**src/rtl/stopwatch_pkg.sv**
```systemverilog
// rtl/stopwatch_pkg.sv - shared state and digit-select encodings for the stopwatch controller
package stopwatch_pkg;

   typedef enum logic [1:0] {
      ST_IDLE  = 2'b00,
      ST_RUN   = 2'b01,
      ST_PAUSE = 2'b10,
      ST_ADJ   = 2'b11
   } state_e;

   typedef enum logic [1:0] {
      SEL_SEC0 = 2'b00,
      SEL_SEC1 = 2'b01,
      SEL_MIN0 = 2'b10,
      SEL_MIN1 = 2'b11
   } sel_e;

endpackage

```
**src/rtl/btn_debounce.sv**
```systemverilog
// rtl/btn_debounce.sv - 2-FF synchroniser, stability-counter debouncer and press pulse
module btn_debounce #(
   parameter int DB_CYCLES = 1_000_000
) (
   input  logic clk_c,
   input  logic reset_c,
   input  logic raw,
   output logic pulse
);

   localparam int CW = $clog2(DB_CYCLES + 1);

   logic          sync1_q, sync2_q;
   logic          level_q;
   logic          pulse_q;
   logic [CW-1:0] cnt_q;

   always_ff @(posedge clk_c) begin
      if (reset_c) begin
         sync1_q <= 1'b0;
         sync2_q <= 1'b0;
         level_q <= 1'b0;
         pulse_q <= 1'b0;
         cnt_q   <= '0;
      end else begin
         sync1_q <= raw;
         sync2_q <= sync1_q;
         pulse_q <= 1'b0;
         if (sync2_q == level_q) begin
            cnt_q <= '0;
         end else if (cnt_q == CW'(DB_CYCLES)) begin
            // accept the new level; only a rising acceptance is reported
            level_q <= sync2_q;
            pulse_q <= sync2_q;
            cnt_q   <= '0;
         end else begin
            cnt_q <= cnt_q + CW'(1);
         end
      end
   end

   assign pulse = pulse_q;

endmodule

```
**src/rtl/stopwatch_ctrl.sv**
```systemverilog
// rtl/stopwatch_ctrl.sv - IDLE/RUN/PAUSE/ADJUST sequencer with 1 Hz and adjust-step strobes
module stopwatch_ctrl
   import stopwatch_pkg::*;
#(
   parameter int DIV_1HZ   = 100_000_000,
   parameter int DIV_ADJ   = 50_000_000,
   parameter int DB_CYCLES = 1_000_000
) (
   input  logic       clk_c,
   input  logic       reset_c,
   input  logic       btn_pause_raw,
   input  logic       btn_clr_raw,
   input  logic       sw_adj,
   input  logic [1:0] sw_sel,
   output logic       cnt_en,
   output logic       adj_en,
   output logic [1:0] adj_sel,
   output logic       clr,
   output logic       blink_on,
   output logic [1:0] state
);

   localparam int PW1 = $clog2(DIV_1HZ);
   localparam int PWA = $clog2(DIV_ADJ);

   logic           pause_pulse, clr_pulse;
   logic           adj_s1_q, adj_s2_q;
   logic [1:0]     sel_s1_q, sel_s2_q;
   state_e         state_q, state_d;
   logic [PW1-1:0] pre1_q, pre1_d;
   logic [PWA-1:0] prea_q, prea_d;
   logic           cnt_en_q, cnt_en_d;
   logic           adj_en_q, adj_en_d;
   logic           clr_q, clr_d;
   logic           blink_q, blink_d;

   btn_debounce #(.DB_CYCLES(DB_CYCLES)) u_db_pause (
      .clk_c   (clk_c),
      .reset_c (reset_c),
      .raw     (btn_pause_raw),
      .pulse   (pause_pulse)
   );

   btn_debounce #(.DB_CYCLES(DB_CYCLES)) u_db_clr (
      .clk_c   (clk_c),
      .reset_c (reset_c),
      .raw     (btn_clr_raw),
      .pulse   (clr_pulse)
   );

   always_comb begin
      state_d  = state_q;
      clr_d    = 1'b0;
      pre1_d   = pre1_q;
      cnt_en_d = 1'b0;
      prea_d   = prea_q;
      adj_en_d = 1'b0;
      blink_d  = 1'b1;

      if (clr_pulse) begin
         state_d = ST_IDLE;
         clr_d   = 1'b1;
      end else if (adj_s2_q && state_q != ST_ADJ) begin
         state_d = ST_ADJ;
      end else if (!adj_s2_q && state_q == ST_ADJ) begin
         state_d = ST_PAUSE;
      end else if (pause_pulse) begin
         case (state_q)
            ST_IDLE, ST_PAUSE: state_d = ST_RUN;
            ST_RUN:            state_d = ST_PAUSE;
            default:           state_d = state_q;
         endcase
      end

      // strobes are qualified by the next state so a leaving edge never fires one
      if (state_d == ST_RUN) begin
         if (state_q != ST_RUN) begin
            pre1_d = '0;
         end else if (pre1_q == PW1'(DIV_1HZ - 1)) begin
            pre1_d   = '0;
            cnt_en_d = 1'b1;
         end else begin
            pre1_d = pre1_q + PW1'(1);
         end
      end

      if (state_d == ST_ADJ) begin
         if (state_q != ST_ADJ) begin
            prea_d = '0;
         end else if (prea_q == PWA'(DIV_ADJ - 1)) begin
            prea_d   = '0;
            adj_en_d = 1'b1;
            blink_d  = ~blink_q;
         end else begin
            prea_d  = prea_q + PWA'(1);
            blink_d = blink_q;
         end
      end
   end

   always_ff @(posedge clk_c) begin
      if (reset_c) begin
         adj_s1_q <= 1'b0;
         adj_s2_q <= 1'b0;
         sel_s1_q <= 2'b00;
         sel_s2_q <= 2'b00;
         state_q  <= ST_IDLE;
         pre1_q   <= '0;
         prea_q   <= '0;
         cnt_en_q <= 1'b0;
         adj_en_q <= 1'b0;
         clr_q    <= 1'b0;
         blink_q  <= 1'b1;
      end else begin
         adj_s1_q <= sw_adj;
         adj_s2_q <= adj_s1_q;
         sel_s1_q <= sw_sel;
         sel_s2_q <= sel_s1_q;
         state_q  <= state_d;
         pre1_q   <= pre1_d;
         prea_q   <= prea_d;
         cnt_en_q <= cnt_en_d;
         adj_en_q <= adj_en_d;
         clr_q    <= clr_d;
         blink_q  <= blink_d;
      end
   end

   assign cnt_en   = cnt_en_q;
   assign adj_en   = adj_en_q;
   assign adj_sel  = sel_s2_q;
   assign clr      = clr_q;
   assign blink_on = blink_q;
   assign state    = state_q;

endmodule

```
**config.mk**
```make
export PLATFORM = sky130hd
export DESIGN_NAME = stopwatch_ctrl
export DESIGN_NICKNAME = d
export VERILOG_FILES = /design/src/rtl/stopwatch_pkg.sv /design/src/rtl/btn_debounce.sv /design/src/rtl/stopwatch_ctrl.sv
export SDC_FILE = /design/constraint.sdc
export NUM_CORES = 1
export LEC_CHECK = 0
export CAP_MARGIN = 20
export CORE_ASPECT_RATIO = 0.8
export CORE_MARGIN = 5
export CORE_UTILIZATION = 60
export CTS_CLUSTER_DIAMETER = 60
export DETAILED_ROUTE_END_ITERATION = 8
export PLACE_DENSITY = 0.78
export SETUP_SLACK_MARGIN = 0.4
export SLEW_MARGIN = 30
export SYNTH_ARGS = -nofsm -noshare
export SYNTH_HDL_FRONTEND = slang
export SYNTH_SLANG_ARGS = --single-unit
```
**constraint.sdc**
```tcl
create_clock -name clk_c -period 3.4 [get_ports clk_c]
set_input_delay 0.68 -clock clk_c [delete_from_list [all_inputs] [get_ports clk_c]]
set_output_delay 0.68 -clock clk_c [all_outputs]
set_load 0.02 [all_outputs]
```
==> metrics.yaml <==
status:
  outcome: "complete, no violations"
drt:
  routed_via_count: 4093
  avgRoutedWirePerCell_um: 14.6
  detail_route.wirelength_mm: 10.4
  vias_per_cell: 5.72
  drtIter0Drc: 202
  drt_drc_violations_left: 0
  dr.pass1.iters: 4
  antenna_left: 0
grt:
  grt_start_max_net_pins: 21
  grt_pass1_wl_mm: 17.9
  global_route.overflow_total: 0
  antenna_found_initial: 0
  globalRouteTotalUtil_pct: 21.1
  vias_in_the_first_global_route: 3931
logic_synthesis:
  syn_nets: 585
  synth-main-ff-cell: "sky130_fd_sc_hd__dfxtp_1"
  synth_area_leader_cell: "sky130_fd_sc_hd__dfxtp_1"
  synthTopCellsByArea: "sky130_fd_sc_hd__dfxtp_1 45%, sky130_fd_sc_hd__xor2_1 8.9%, sky130_fd_sc_hd__nor2_1 7.2%"
  synthesized_area_fraction_occupied_by_ao_oa_aoi_and_oai_cells_pct: 4.58
  synth_top_area_share_pct: 45.0
  synth-edff-count: 0
  synth_xor_xnor_area_share_pct: 13.4
  async_flop_share_pct: 0
  synthMuxAreaShare_pct: 0.398
  synth_simple_gate_area_share_pct: 32.5
  synth-seq-area-share_pct: 45.0
  yosysUniqueCellTypes: 54
  synthAdderAreaFrac_pct: 1.49
  avg_inst_size_synth_um2: 8.79
  postSynthRegisterBits: 113
  largest_family_of_logic_cells_by_synthesized_area: "simple AND/OR/NAND/NOR gates"
  synth_cells: 572
  mapped_area_mm2: 0.00503
  synth_warnings: 0
sta:
  final_hold_fails: 0
  finalSetupViolCount: 0
  fin_worst_skew_ns: 0.00549
  timing_worst_slew_pin_value_ns: 0.757
  slew_headroom_pct: 49.4
  finalWorstPathRequiredPeriod_ns: 2.70
  timing.setup.tns_ns: 0
  maxSlewViolCount: 0
  achievable-frequency_mhz: 370
  grt_setup_unrepaired: "false"
  final_clock_period_utilization_by_the_worst_path_pct: 79.5
finish:
  synth_to_layout_area_growth_pct: 16.2
  count_of_non_filler_cells_in_the_finished_layout: 715
  finish.net_count: 608
  antennaDiodeCount: 0
  layout-drive-gt1-share_pct: 7.91
die:
  rows: 29
  die_y_um: 91.9
  area_of_the_die_mm2: 0.0103
  initial_utilization_pct: 62.4
  chipWidth_um: 112
  core_mm2: 0.00806
  number_of_ports_placed_on_the_die_boundary: 15
setup_path:
  worstPathBufferInverterCount: 0
  critical_path.startpoint: "prea_q[16]$_SDFFE_PP0N_"
  crit_type: "reg -> reg"
  critical_path_peak_fanout: 18
  worstRegToRegCells: 5
  delay_of_the_slowest_critical_path_stage_ns: 0.58
  timing.critical_path.cells: "or4b_1, or4_4, o311ai_4, a21o_1, nor2_1"
  worstReg2RegEnd: "prea_q[15]$_SDFFE_PP0N_"
  path_delay_family: "simple AND/OR/NAND/NOR gates"
  regToRegStartpoint: "prea_q[16]$_SDFFE_PP0N_"
  critical_path.endpoint_type: "register"
  critical_path_depth: 5
  critical_path.slowest_cell: "sky130_fd_sc_hd__or4_4"
  crit_arrival_ns: 3.07
  start_kind: "register"
  worst_setup_path_endpoint: "prea_q[15]$_SDFFE_PP0N_"
  reg2reg_setup_slack_ns: 0.70
  worst_ep_required_time_ns: 3.77
clock_network:
  cts_sinks: 113
  clock_latency_at_the_later_pin_of_the_worst_skew_pair_ns: 0.51
  postCtsHoldBufs: 0
  cts_max_path_buffers: 2
  cts.reportedPaths.clkPinSlew_ns: 0.05
  number_of_buffers_added_by_the_clock_tree_synthesis_step: 17
  root_buffer: "sky130_fd_sc_hd__clkbuf_8"
  cts_resizes: 0
  tritoncts_clock_tree: "done"
  post_cts.repair.setup_buffers: 0
  clock_tree.htree_level_count: 4
place:
  placed_cells_incl_taps: 684
  finalWeightedCongestion: 0.807
  dp.final_hpwl_mm: 6.77
  buffer_ports.inserted: 14
power_and_ir_drop:
  ir_drop_mv: 0.421
  p_leak_uw: 0.00198
  power_per_cell_area_mw_per_mm2: 530
min_path:
  min_path_type: "reg -> reg"
job:
  max-cap-violations: 0
-- stage by stage --
| stage | worst slack (ns) | area (um2) | total power (uW) | util (%) | hold slack (ns) |
|---|---|---|---|---|---|
| floorplan | 0.949 | 5030 | 1410 | - | 0.414 |
| global placement | 0.841 | 5270 | 1430 | 65.5 | 0.423 |
| detailed placement | 0.723 | 5270 | 1430 | 65.5 | 0.426 |
| CTS | 0.700 | 5850 | 3130 | 72.6 | 0.444 |
| global route | 0.585 | 5850 | 3190 | 72.6 | 0.463 |
| finish | 0.697 | 5850 | 3100 | 72.6 | 0.438 |
-- worst register-to-register path, cell delays in order (launching register included) --
cell and delay [ns]:
sky130_fd_sc_hd__dfxtp_1 0.35, sky130_fd_sc_hd__or4b_1 0.54, sky130_fd_sc_hd__or4_4 0.58, sky130_fd_sc_hd__o311ai_4 0.40, sky130_fd_sc_hd__a21o_1 0.56, sky130_fd_sc_hd__nor2_1 0.14
-- cells in the final DEF, fill, tap and decap left out, drive strengths merged, types with 3 or more instances in the layout --
cell	count
buf	8
clkbuf	26
o21ai	8
nand4b	3
clkinv	3
or3	9
nor2b	13
nor4	14
inv	11
or4	5
dfxtp	113
a21oi	8
nand4	28
nor3	13
and3	16
nand3	38
and4	12
nor4b	3
clkdlybuf4s50	14
nand2b	3
a31oi	4
xnor2	26
nor4bb	3
nor2	97
ha	6
and2	4
xor2	51
nand2	44
-- cell usage after synthesis, types with 2 or more instances --
master,n
sky130_fd_sc_hd__nor4b_1,3
sky130_fd_sc_hd__nand4b_1,3
sky130_fd_sc_hd__or4b_1,2
sky130_fd_sc_hd__or4_1,3
sky130_fd_sc_hd__a21oi_1,8
sky130_fd_sc_hd__nor3_1,13
sky130_fd_sc_hd__nor4bb_1,3
sky130_fd_sc_hd__nor2b_1,13
sky130_fd_sc_hd__nand4_1,28
sky130_fd_sc_hd__a31oi_1,4
sky130_fd_sc_hd__or2_2,2
sky130_fd_sc_hd__or3_2,3
sky130_fd_sc_hd__mux2i_1,2
sky130_fd_sc_hd__ha_1,6
sky130_fd_sc_hd__nor4_1,14
sky130_fd_sc_hd__dfxtp_1,113
sky130_fd_sc_hd__and4_1,11
sky130_fd_sc_hd__nand3_1,38
sky130_fd_sc_hd__nor2_1,97
sky130_fd_sc_hd__and2_1,3
sky130_fd_sc_hd__xnor2_1,26
sky130_fd_sc_hd__inv_1,11
sky130_fd_sc_hd__clkbuf_1,14
sky130_fd_sc_hd__o21ai_0,7
sky130_fd_sc_hd__nand2_1,44
sky130_fd_sc_hd__and3_1,15
sky130_fd_sc_hd__nand2b_1,3
sky130_fd_sc_hd__buf_1,2
sky130_fd_sc_hd__or3_1,6
sky130_fd_sc_hd__xor2_1,51
-- how the worst min path moves through the flow --
stage	startpoint	end	slack, ns	depth (start not counted)
floorplan	adj_s1_q$_SDFF_PP0_	adj_s2_q$_SDFF_PP0_	0.41	1
global placement	sel_s1_q[1]$_SDFF_PP0_	adj_sel[1]$_SDFF_PP0_	0.42	1
detailed placement	adj_s1_q$_SDFF_PP0_	adj_s2_q$_SDFF_PP0_	0.43	1
CTS	sel_s1_q[0]$_SDFF_PP0_	adj_sel[0]$_SDFF_PP0_	0.44	1
global route	adj_s1_q$_SDFF_PP0_	adj_s2_q$_SDFF_PP0_	0.46	1
finish	adj_s1_q$_SDFF_PP0_	adj_s2_q$_SDFF_PP0_	0.44	1
-- cell families (layout without fill, tap and decap cells) --
family	after synthesis	count (layout)
AO/OA/AOI/OAI	32	32
XOR/XNOR	77	77
adder cells (fa/ha/maj)	6	6
buffers and inverters	29	64
flip-flops	113	113
multiplexers	2	2
AND/OR/NAND/NOR	313	313
-- per-layer routing --
layer	GRT usage [%]	vias to the layer above	wire (um)
met4	10.1	0	178
met5	0	-	0
li1	-	2045	-
met2	34.1	92	4800
met3	4.67	18	441
met1	26.9	1938	5010
-- power breakdown --
group | internal, uW | switching (uW)
Combinational | 23.6 | 39.6
Clock | 1130 | 566
Sequential | 1330 | 6.76
-- registers in the layout, summed over array words and instances, names as in the netlist, 2 cells and up --
name              count
pre1_q               27
prea_q               26
u_db_clr.cnt_q       20
u_db_pause.cnt_q     20
adj_sel               2
sel_s1_q              2
state                 2
-- cell type report --
| type | count | area, um2 |
|---|---|---|
| Sequential cell | 113 | 2260 |
| Fill cell | 620 | 2210 |
| Tap cell | 108 | 135 |
| Timing Repair Buffer | 22 | 200 |
| Clock buffer | 26 | 498 |
| Multi-Input combinational cell | 430 | 2640 |
| Inverter | 11 | 41.3 |
| Clock inverter | 5 | 75.1 |
No activity file was read; power rests on OpenSTA's default activity.
